## src/rtl/inst_loader_pkg.sv

```systemverilog
// Shared constants for the instruction image loader.
// State encodings, frame layout and a receive-state helper.
package inst_loader_pkg;

    localparam int LD_XLEN      = 32;
    localparam int LD_LEN_BYTES = 4;

    localparam logic [2:0] S_LEN   = 3'd0;
    localparam logic [2:0] S_DATA  = 3'd1;
    localparam logic [2:0] S_WRITE = 3'd2;
    localparam logic [2:0] S_CSUM  = 3'd3;
    localparam logic [2:0] S_DONE  = 3'd4;
    localparam logic [2:0] S_ERR   = 3'd5;

    function automatic logic rx_state(input logic [2:0] s);
        return (s == S_LEN) || (s == S_DATA) || (s == S_CSUM);
    endfunction

endpackage

```

## src/rtl/inst_loader_word_packer.sv

```systemverilog
// Little-endian byte-to-word packer with a 2-bit byte counter.
// word_o is the word as it would be after shifting in byte_i.
module loader_word_packer
    import inst_loader_pkg::*;
(
    input  logic                        clk_i,
    input  logic                        rst_i,
    input  logic [7:0]                  byte_i,
    input  logic                        shift_i,
    output logic [8*LD_LEN_BYTES-1:0]   word_o,
    output logic                        word_valid_o
);

    logic [8*LD_LEN_BYTES-9:0] sreg;
    logic [1:0]                cnt;

    // Newest byte enters at the top so byte 0 ends up in bits 7:0.
    assign word_o       = {byte_i, sreg};
    assign word_valid_o = shift_i && (cnt == 2'd3);

    always_ff @(posedge clk_i or posedge rst_i) begin
        if (rst_i) begin
            sreg <= '0;
            cnt  <= '0;
        end else if (shift_i) begin
            sreg <= word_o[8*LD_LEN_BYTES-1:8];
            cnt  <= cnt + 2'd1;
        end
    end

endmodule

```

## src/rtl/inst_loader.sv

```systemverilog
// Loads a length/payload/checksum byte stream into instruction memory
// and releases the core from reset once the image verifies.
module inst_loader
    import inst_loader_pkg::*;
#(
    parameter int              XLEN        = LD_XLEN,
    parameter logic [XLEN-1:0] BASE_ADDR   = '0,
    parameter int              DEPTH_WORDS = 1024
) (
    input  logic            clk_i,
    input  logic            rst_i,
    input  logic [7:0]      byte_i,
    input  logic            byte_valid_i,
    output logic            byte_ready_o,
    output logic            mem_we_o,
    output logic [XLEN-1:0] mem_addr_o,
    output logic [XLEN-1:0] mem_wdata_o,
    input  logic            mem_ready_i,
    output logic            core_rst_o,
    output logic            done_o,
    output logic            err_o
);

    localparam int          WCW       = $clog2(DEPTH_WORDS) + 1;
    localparam logic [31:0] DEPTH_LIM = 32'(DEPTH_WORDS);

    logic [2:0]      state;
    logic [2:0]      state_next;
    logic [WCW-1:0]  n_words;
    logic [WCW-1:0]  w_cnt;
    logic [WCW-1:0]  w_inc;
    logic [7:0]      csum;
    logic [31:0]     word;
    logic            word_valid;
    logic            accept;
    logic            shift;
    logic [XLEN-1:0] addr_off;

    assign accept   = byte_valid_i && byte_ready_o;
    assign shift    = accept && ((state == S_LEN) || (state == S_DATA));
    assign w_inc    = w_cnt + WCW'(1);
    assign addr_off = XLEN'({w_cnt, 2'b00});

    loader_word_packer u_packer (
        .clk_i        (clk_i),
        .rst_i        (rst_i),
        .byte_i       (byte_i),
        .shift_i      (shift),
        .word_o       (word),
        .word_valid_o (word_valid)
    );

    always_comb begin
        state_next = state;
        unique case (1'b1)
            (state == S_LEN): begin
                if (word_valid) begin
                    if (word > DEPTH_LIM)
                        state_next = S_ERR;
                    else if (word == '0)
                        state_next = S_CSUM;
                    else
                        state_next = S_DATA;
                end
            end
            (state == S_DATA): begin
                if (word_valid)
                    state_next = S_WRITE;
            end
            (state == S_WRITE): begin
                if (mem_ready_i)
                    state_next = (w_inc == n_words) ? S_CSUM : S_DATA;
            end
            (state == S_CSUM): begin
                if (accept)
                    state_next = (byte_i == csum) ? S_DONE : S_ERR;
            end
            (state == S_DONE): state_next = S_DONE;
            (state == S_ERR):  state_next = S_ERR;
            default:           state_next = S_ERR;
        endcase
    end

    // Outputs are registered from the next state so they track state entry.
    always_ff @(posedge clk_i or posedge rst_i) begin
        if (rst_i) begin
            state        <= S_LEN;
            byte_ready_o <= 1'b0;
            mem_we_o     <= 1'b0;
            mem_addr_o   <= BASE_ADDR;
            mem_wdata_o  <= '0;
            core_rst_o   <= 1'b1;
            done_o       <= 1'b0;
            err_o        <= 1'b0;
            n_words      <= '0;
            w_cnt        <= '0;
            csum         <= '0;
        end else begin
            state        <= state_next;
            byte_ready_o <= rx_state(state_next);
            mem_we_o     <= (state_next == S_WRITE);
            core_rst_o   <= (state_next != S_DONE);
            done_o       <= (state_next == S_DONE);
            err_o        <= (state_next == S_ERR);
            if ((state == S_LEN) && word_valid)
                n_words <= word[WCW-1:0];
            if ((state == S_DATA) && accept)
                csum <= csum + byte_i;
            if ((state == S_DATA) && word_valid) begin
                mem_addr_o  <= BASE_ADDR + addr_off;
                mem_wdata_o <= XLEN'(word);
            end
            if ((state == S_WRITE) && mem_ready_i)
                w_cnt <= w_inc;
        end
    end

endmodule
```

## config.mk

```make
export PLATFORM = sky130hd
export DESIGN_NAME = inst_loader
export DESIGN_NICKNAME = d
export VERILOG_FILES = /design/src/rtl/inst_loader_pkg.sv /design/src/rtl/inst_loader_word_packer.sv /design/src/rtl/inst_loader.sv
export SDC_FILE = /design/constraint.sdc
export NUM_CORES = 1
export LEC_CHECK = 0
export ABC_AREA = 1
export CAP_MARGIN = 20
export CORE_MARGIN = 2
export CORE_UTILIZATION = 55
export DETAILED_ROUTE_END_ITERATION = 12
export DONT_BUFFER_PORTS = 1
export PLACE_DENSITY = 0.7
export SYNTH_ARGS = -nofsm -noshare
export SYNTH_HDL_FRONTEND = slang
export SYNTH_SLANG_ARGS = --single-unit
```

## constraint.sdc

```tcl
create_clock -name clk_i -period 9.2 [get_ports clk_i]
set_input_delay 2.3 -clock clk_i [delete_from_list [all_inputs] [get_ports clk_i]]
set_output_delay 2.3 -clock clk_i [all_outputs]
set_load 0.05 [all_outputs]
```

Word level (Yosys, flattened, before mapping). Cells that the tools add are included.

Word-level logic and storage cells: 52. Register bits: 107. Output and inout port bits: 69. Bits of input ports: 12.

$add $sub $neg: 3. Magnitude comparators: 1. Equality and inequality tests: 13. Reduce and logical (&&, ||, !) cells: 13. Muxes and demuxes: 9.

Operators by type and width (number): 32-bit by 11-bit > comparator with 1-bit output, second input constant (1); 32-bit logical NOT (1); 3-bit 2-to-1 mux (5); 3-bit one-hot mux with 5 select lines (1); 3-bit by 2-bit == test with 1-bit output, second input constant (4); 11-bit by 1-bit adder with 11-bit output, second input constant (1); 11-bit == test (1); 3-bit == test, second input constant (3); 8-bit adder (1); 8-bit == test (1); 1-bit logical AND (7); 3-bit by 1-bit == test with 1-bit output, second input constant (2); 3-bit logical NOT (2); 2-bit 2-to-1 mux (2); 1-bit logical OR (3); 3-bit inequality test, second input constant (1); 2-bit by 1-bit adder with 2-bit output, second input constant (1); 2-bit == test, second input constant (1); 1-bit 2-to-1 mux (1).

Logic depth before layout (Yosys ltp). Gate-level depths: netlist of the first run.

Depth in word-level cells: 9. Depth in mapped cells: 15. Mapped depth without buffers: 15.

Cells and area by module. A second synthesis of the first run with hierarchy kept.

Cells, all modules: 607. Area total of the unflattened synthesis: 5154.9 um^2.

By module, submodules not included: inst_loader (area each 4066.4 um^2, cells each 484, sequential area each 2028.2 um^2, times used 1); loader_word_packer (area each 1088.5 um^2, cells each 123, sequential area each 650.6 um^2, times used 1).

Least setup slack after synthesis of the first run. Ideal clock, no wire load.

Kind: in2reg. From: input byte_i[2]. To: register csum[7]. Setup slack: 5.511 ns. Cell stages on the path: 11. Arrival time: 3.562 ns. Cell sequence: ha_1 a21oi_1 nand2_1 nand2_1 nand2_1 a21oi_1 nor2_1 o21ai_0 nand3_1 nand2_1 o21ai_0.

Longest elaborated chain between the ends: 1.

RTL lines: from (decl) (line inst_loader.sv:12) `input logic [7:0] byte_i,`; 8-bit adder (line inst_loader.sv:108) `csum <= csum + byte_i;`; to (signal assigned) (line inst_loader.sv:108); to (decl) (line inst_loader.sv:32) `logic [7:0] csum;`.

No other way between the ends. A chain may end at the register's enable or synchronous reset.

Final worst setup path of the first run.
From: input byte_valid_i. To: register byte_ready_o.

Longest elaborated chain between the ends: 8. Elaborated cells between the ends (all ways): 12. Those cells by class: eq/ne (2); mux (4); reduce/logical (6).

RTL lines: from (decl) (line inst_loader.sv:13) `input logic byte_valid_i,`; 1-bit logical AND * (line inst_loader.sv:39) `assign accept = byte_valid_i && byte_ready_o;`; 1-bit logical AND (line inst_loader.sv:40) `assign shift = accept && ((state == S_LEN) || (state == S_DATA));`; 1-bit logical AND (line inst_loader_word_packer.sv:19) `assign word_valid_o = shift_i && (cnt == 2'd3);`; 3-bit 2-to-1 mux (on tied branches) (line inst_loader.sv:67, inst_loader.sv:57); 3-bit one-hot mux with 5 select lines * (line inst_loader.sv:55) `unique case (1'b1)`; via state_next[1] (line inst_loader.sv:28) `logic [2:0] state_next;`; 3-bit by 1-bit == test with 1-bit output or 3-bit logical NOT (tied branches) (line inst_loader_pkg.sv:16) `return (s == S_LEN) || (s == S_DATA) || (s == S_CSUM);`; 1-bit logical OR (line inst_loader_pkg.sv:16); 1-bit logical OR * (line inst_loader_pkg.sv:16); to (signal assigned) (line inst_loader.sv:100) `byte_ready_o <= rx_state(state_next);`; to (decl) (line inst_loader.sv:14) `output logic byte_ready_o,`.

The timed path passes the listed nets; every way through them passes the cells marked *.

==> metrics.txt, run 1 <==
Distinct cells, synth=40; post-route cell area=0.005231 sq mm; highest clock rate=250.1 MHz; CP Max Fanout=53; initial antenna violation count=0; clock buffer depth=2; # port buffers=0; CTS tree=done; Slew HR=55.28%; WHS Path Cells=1; Die H=99.69 um; Fin. Hold Viols=0; DRT antenna net count=0; average wire per standard cell=14.17 um; Startpoint Class=input pin; Routed WL=9.889 mm; CTS Buf Count=9; Post-CTS Setup Inserts=0; Hold Slack=0.4820 ns; Synth Register Bits=107; Final min period=3.999 ns; largest net degree at the start of global routing=56; Worst setup startpoint=byte_valid_i; diodes inserted=0; total power=0.0007856 W; post-synthesis instance total=590; Die W=99.69 um; Setup WS pre-CTS=4.798 ns; most common cell after layout, fill and taps aside=nand2_1; Slew Viols, Final=0; global-route wire length before repair=16.48 mm; WP data required=9.51 ns; number of global-route vias before repair=3511; synth warn=0; CP Class=in -> reg; Post-synth ARST share=100.0%; post-DP HPWL=7.314 mm; final setup margin=5.201 ns; commonest non-fill, non-tap cells in the layout=157 x nand2_1, 106 x dfrtp_1, 69 x inv_1; layout cell share with drive strength beyond 1=7.458%; hold path endpoint=u_packer.cnt[0]$_DFFE_PP0P_; Final #Nets=607; Lkg Pwr=2.603 nW; worst min-delay path startpoint=u_packer.cnt[0]$_DFFE_PP0P_; DRC=0; maxcap violations=0; final worst path period share=43.46%; RSZ-0062 raised after global routing=false; Initial Utilization=57.19%; clk_lat worst skew=0.38 ns; outcome=finished, final reports clean; Max VDD drop=79.72 uV; routed vias/inst=5.235; Post-synth top flop=dfrtp_1; R2R setup slack=6.40 ns; DR iter-0 viols=174; register area share after synthesis=53.19%; reg2reg end=byte_ready_o$_DFF_PP0_; Mapped Area=0.005036 sq mm; WP data arrival=4.31 ns; Placer Congestion=0.8854; Post-CTS Hold Buffers=0; Worst Setup End Kind=flip-flop; via count=3654; Placed Area=0.005034 sq mm; Tightest Pin Transition=0.6708 ns; Reg-to-Reg Start=byte_ready_o$_DFF_PP0_; Setup Skew=0.01413 ns; Placeable Area=0.008806 sq mm; syn avg cell area=8.536 sq um; clk root buf=clkbuf_8; H-tree levels=3; path category of the worst min-delay check=reg -> reg; logic depth of the worst register-to-register path=11; clk slew on worst S/H paths=0.10 ns; die area=0.009938 sq mm; setup_tns=0 ns; 1st-pass router iterations=4; CTS resizes=0; Final setup viols=0; CTS Sinks=107; area grow syn2layout=3.876%; PD cells=150.2 mW/mm^2; GRT Total Usage=21.07%; # IOs=81; # rows=34; GRT Residual Overflow=0; EDFF count, synth=0
## Yosys cell counts (all sizes together) (2+ instances only)
cell | instances | share of area (%)
nand2 | 163 | 13
nand4 | 7 | 0.99
buf | 31 | 4.1
nand3b | 2 | 0.30
inv | 74 | 5.5
clkbuf | 8 | 0.60
dfrtp | 106 | 53
o21ai | 94 | 9.3
nor2 | 30 | 2.9
ha | 9 | 2.2
nand3 | 32 | 3.2
a21oi | 7 | 0.84
xor2 | 4 | 0.70
nor4 | 3 | 0.50
nor3 | 7 | 0.92
## critical path, stage by stage
cell and delay, ns:
nand2_1 0.13, nor3_4 0.04, buf_4 0.26, nand2_2 0.17, nor2_2 0.07, inv_2 0.39, buf_4 0.52, nand3_1 0.12
inv_1 0.12, nand2_2 0.07, a21oi_2 0.10
## cell families after synthesis
kind of cell    synth area share [%]
fa+ha+maj                      2.634
xor+xnor                      0.8695
other cells                  0.07446
simple gates                   21.86
compound gates                 11.06
flops                          53.19
buf+inv                        10.31
## layout make-up
type	instances	area (sq um)
clock buffers	10	137.6
clock inverters	6	60.06
fillers	795	3575
inverters	75	284.0
multi-input cells	389	1913
flip-flops and latches	107	2679
well taps	108	135.1
repair buffers	3	22.52
## flip-flops by register name (all words and copies together) (netlist names)
signal	cells
u_packer.sreg	24
done_o	1
core_rst_o	1
w_cnt	11
byte_ready_o	1
mem_addr_o	11
mem_we_o	1
n_words	11
u_packer.cnt	2
csum	8
mem_wdata_o	32
err_o	1
state	3
## metal layers
layer | GRT usage, % | vias to the layer above | share of wire [%]
met1 | 26.07 | 1696 | 43
met5 | 0 | - | 0
met4 | 8.746 | 0 | 2.6
met3 | 6.395 | 21 | 5.7
met2 | 34.62 | 89 | 49
li1 | - | 1848 | -
## metrics by stage
stage	instances	util [%]
6_report	698	59.41
5_1_grt	698	59.41
4_1_cts	698	59.41
3_5_place_dp	682	57.16
3_3_place_gp	682	57.16
2_1_floorplan	610	-
## power breakdown
| part | total (W) | internal (W) | leakage, nW | switching [W] |
|---|---|---|---|---|
| Combinational | 0.0000337 | 0.00000260 | 1.24 | 0.0000311 |
| Sequential | 0.000470 | 0.000470 | 1.27 | 0 |
| Clock | 0.000282 | 0.000111 | 0.0938 | 0.000171 |
| Total | 0.000786 | 0.000584 | 2.60 | 0.000202 |
## worst max path at each step
stage	end	slack, ns	depth (start not counted)
global route	byte_ready_o$_DFF_PP0_	4.94	11
floorplan	byte_ready_o$_DFF_PP0_	4.08	1
CTS	byte_ready_o$_DFF_PP0_	5.21	11
detailed placement	byte_ready_o$_DFF_PP0_	4.80	11
finish	byte_ready_o$_DFF_PP0_	5.20	11
global placement	byte_ready_o$_DFF_PP0_	4.82	11
Power figures use the tool's default switching activity.
==> run 2: changes to the inputs <==
--- a/config.mk
+++ b/config.mk
@@ -11,7 +11,7 @@
 export CORE_UTILIZATION = 55
 export DETAILED_ROUTE_END_ITERATION = 12
 export DONT_BUFFER_PORTS = 1
-export PLACE_DENSITY = 0.7
+export PLACE_DENSITY = 0.73
 export SYNTH_ARGS = -nofsm -noshare
 export SYNTH_HDL_FRONTEND = slang
 export SYNTH_SLANG_ARGS = --single-unit
==> constraint.sdc (replaced) <==
create_clock -name clk_i -period 3.2 [get_ports clk_i]
set_input_delay 0.8 -clock clk_i [delete_from_list [all_inputs] [get_ports clk_i]]
set_output_delay 0.8 -clock clk_i [all_outputs]
set_load 0.05 [all_outputs]
==> metrics.txt, run 2 (synthesis results as in run 1) <==
Final min period=2.275 ns; maxcap violations=0; post-DP HPWL=7.654 mm; Routed WL=10.17 mm; number of global-route vias before repair=3641; WP data required=3.46 ns; # IOs=81; CTS Buf Count=9; Die W=99.69 um; setup_tns=0 ns; logic depth of the worst register-to-register path=8; most common cell after layout, fill and taps aside=nand2_1; path category of the worst min-delay check=in -> async; # rows=34; Setup Skew=0.01521 ns; RSZ-0062 raised after global routing=false; Final setup viols=0; Die H=99.69 um; Post-CTS Hold Buffers=0; Tightest Pin Transition=0.7494 ns; Placer Congestion=0.8504; DR iter-0 viols=156; Critical Path Sink=csum[4]$_DFFE_PP0P_; largest reg by FF count=mem_wdata_o; Largest register FFs=32; initial antenna violation count=0; commonest non-fill, non-tap cells in the layout=157 x nand2_1, 106 x dfrtp_1, 69 x inv_1; largest net degree at the start of global routing=52; Initial Utilization=57.19%; FF+latch area=0.002679 sq mm; layout cell share with drive strength beyond 1=7.926%; R2R setup slack=0.93 ns; Post-CTS Setup Inserts=0; diodes inserted=0; # port buffers=0; via count=3699; clk slew on worst S/H paths=0.11 ns; CTS tree=done; Worst setup startpoint=byte_ready_o$_DFF_PP0_; post-route cell area=0.005265 sq mm; reg2reg end=csum[4]$_DFFE_PP0P_; CTS resizes=0; die area=0.009938 sq mm; Fin. Hold Viols=0; CTS Sinks=107; 1st-pass router iterations=4; footprint of the multi-input gates=0.001913 sq mm; FILL cells=793; Startpoint Class=flip-flop; H-tree levels=3; Worst Setup End Kind=flip-flop; WP data arrival=2.54 ns; final worst path period share=71.09%; DRC=0; highest clock rate=439.6 MHz; global-route wire length before repair=17.07 mm; average wire per standard cell=14.50 um; clock buffer depth=2; Max VDD drop=228.9 uV; GRT Total Usage=21.56%; PD cells=422.3 mW/mm^2; CP Max Fanout=51; Placeable Area=0.008806 sq mm; Reg-to-Reg Start=byte_ready_o$_DFF_PP0_; area grow syn2layout=4.547%; Slew HR=49.94%; DRT antenna net count=0; CP Class=reg -> reg; Final #Nets=610; Placed Area=0.005082 sq mm; routed vias/inst=5.277; clk root buf=clkbuf_8; Lkg Pwr=2.623 nW; clk_lat worst skew=0.36 ns; GRT Residual Overflow=0; outcome=finished, final reports clean; Slew Viols, Final=0; largest registers=mem_wdata_o: 32 flops, u_packer.sreg: 24 flops
-- run 2: cell types whose count changed in the layout (fill, tap and decap cells not counted) --
cell / previous run / this run
buf_12: 0 / 2
buf_4: 3 / 4
clkbuf_8: 10 / 9
clkinv_2: 0 / 1
clkinv_4: 1 / 2
clkinv_8: 1 / 0
inv_4: 1 / 0
inv_6: 1 / 2
-- run 2: worst min path at each step --
stage          slack (ns)                           to  depth (start not counted)                         start
2_1_floorplan        0.45  u_packer.cnt[1]$_DFFE_PP0P_                          2   u_packer.cnt[1]$_DFFE_PP0P_
3_3_place_gp         0.46  u_packer.cnt[0]$_DFFE_PP0P_                          1   u_packer.cnt[0]$_DFFE_PP0P_
3_5_place_dp         0.47       n_words[7]$_DFFE_PP0P_                          2  u_packer.sreg[7]$_DFFE_PP0P_
4_1_cts              0.43   mem_wdata_o[4]$_DFFE_PP0P_                          1                         rst_i
5_1_grt              0.46   mem_wdata_o[4]$_DFFE_PP0P_                          1                         rst_i
6_report             0.41   mem_wdata_o[0]$_DFFE_PP0P_                          1                         rst_i
-- run 2: critical path, stage by stage (launching register included) --
cell and delay (ns):
dfrtp_1 0.34, buf_4 0.19, nand2_1 0.16, nor3_4 0.16, buf_4 0.40, inv_1 0.10
nor2_1 0.28, inv_1 0.25, a22o_1 0.28
-- run 2: per-layer routing --
layer  wire length, um  vias to the layer above  track usage [%]
li1                  -                     1842                -
met5                 0                        -                0
met4               219                        0            6.955
met1              4299                     1757            27.39
met3               433                       17            4.708
met2              5215                       83            36.90
-- run 2: stage by stage --
step / util [%] / hold slack [ns] / std cells / worst slack (ns) / power, W
global placement: 57.72 / 0.4636 / 685 / 0.7602 / 0.001479
detailed placement: 57.72 / 0.4675 / 685 / 0.6709 / 0.001481
finish: 59.79 / 0.4110 / 701 / 0.9251 / 0.002224
global route: 59.79 / 0.4582 / 701 / 0.6727 / 0.002306
floorplan: - / 0.4458 / 610 / 1.011 / 0.001485
CTS: 59.79 / 0.4314 / 701 / 0.9108 / 0.002239
-- run 2: cell type report --
| cell class | count | area share, % |
|---|---|---|
| Clock buffer | 9 | 2.353 |
| Clock inverter | 7 | 1.117 |
| Inverter | 75 | 5.418 |
| Multi-Input combinational cell | 389 | 36.34 |
| Sequential cell | 107 | 50.88 |
| Tap cell | 108 | 2.567 |
| Timing Repair Buffer | 6 | 1.331 |
-- run 2: where the power goes --
| group | total [W] | switching (W) | internal (W) |
|---|---|---|---|
| clock | 0.000771 | 0.000475 | 0.000296 |
| combinational | 0.000101 | 0.0000905 | 0.0000109 |
| sequential | 0.00135 | 0 | 0.00135 |
| total | 0.00222 | 0.000566 | 0.00166 |
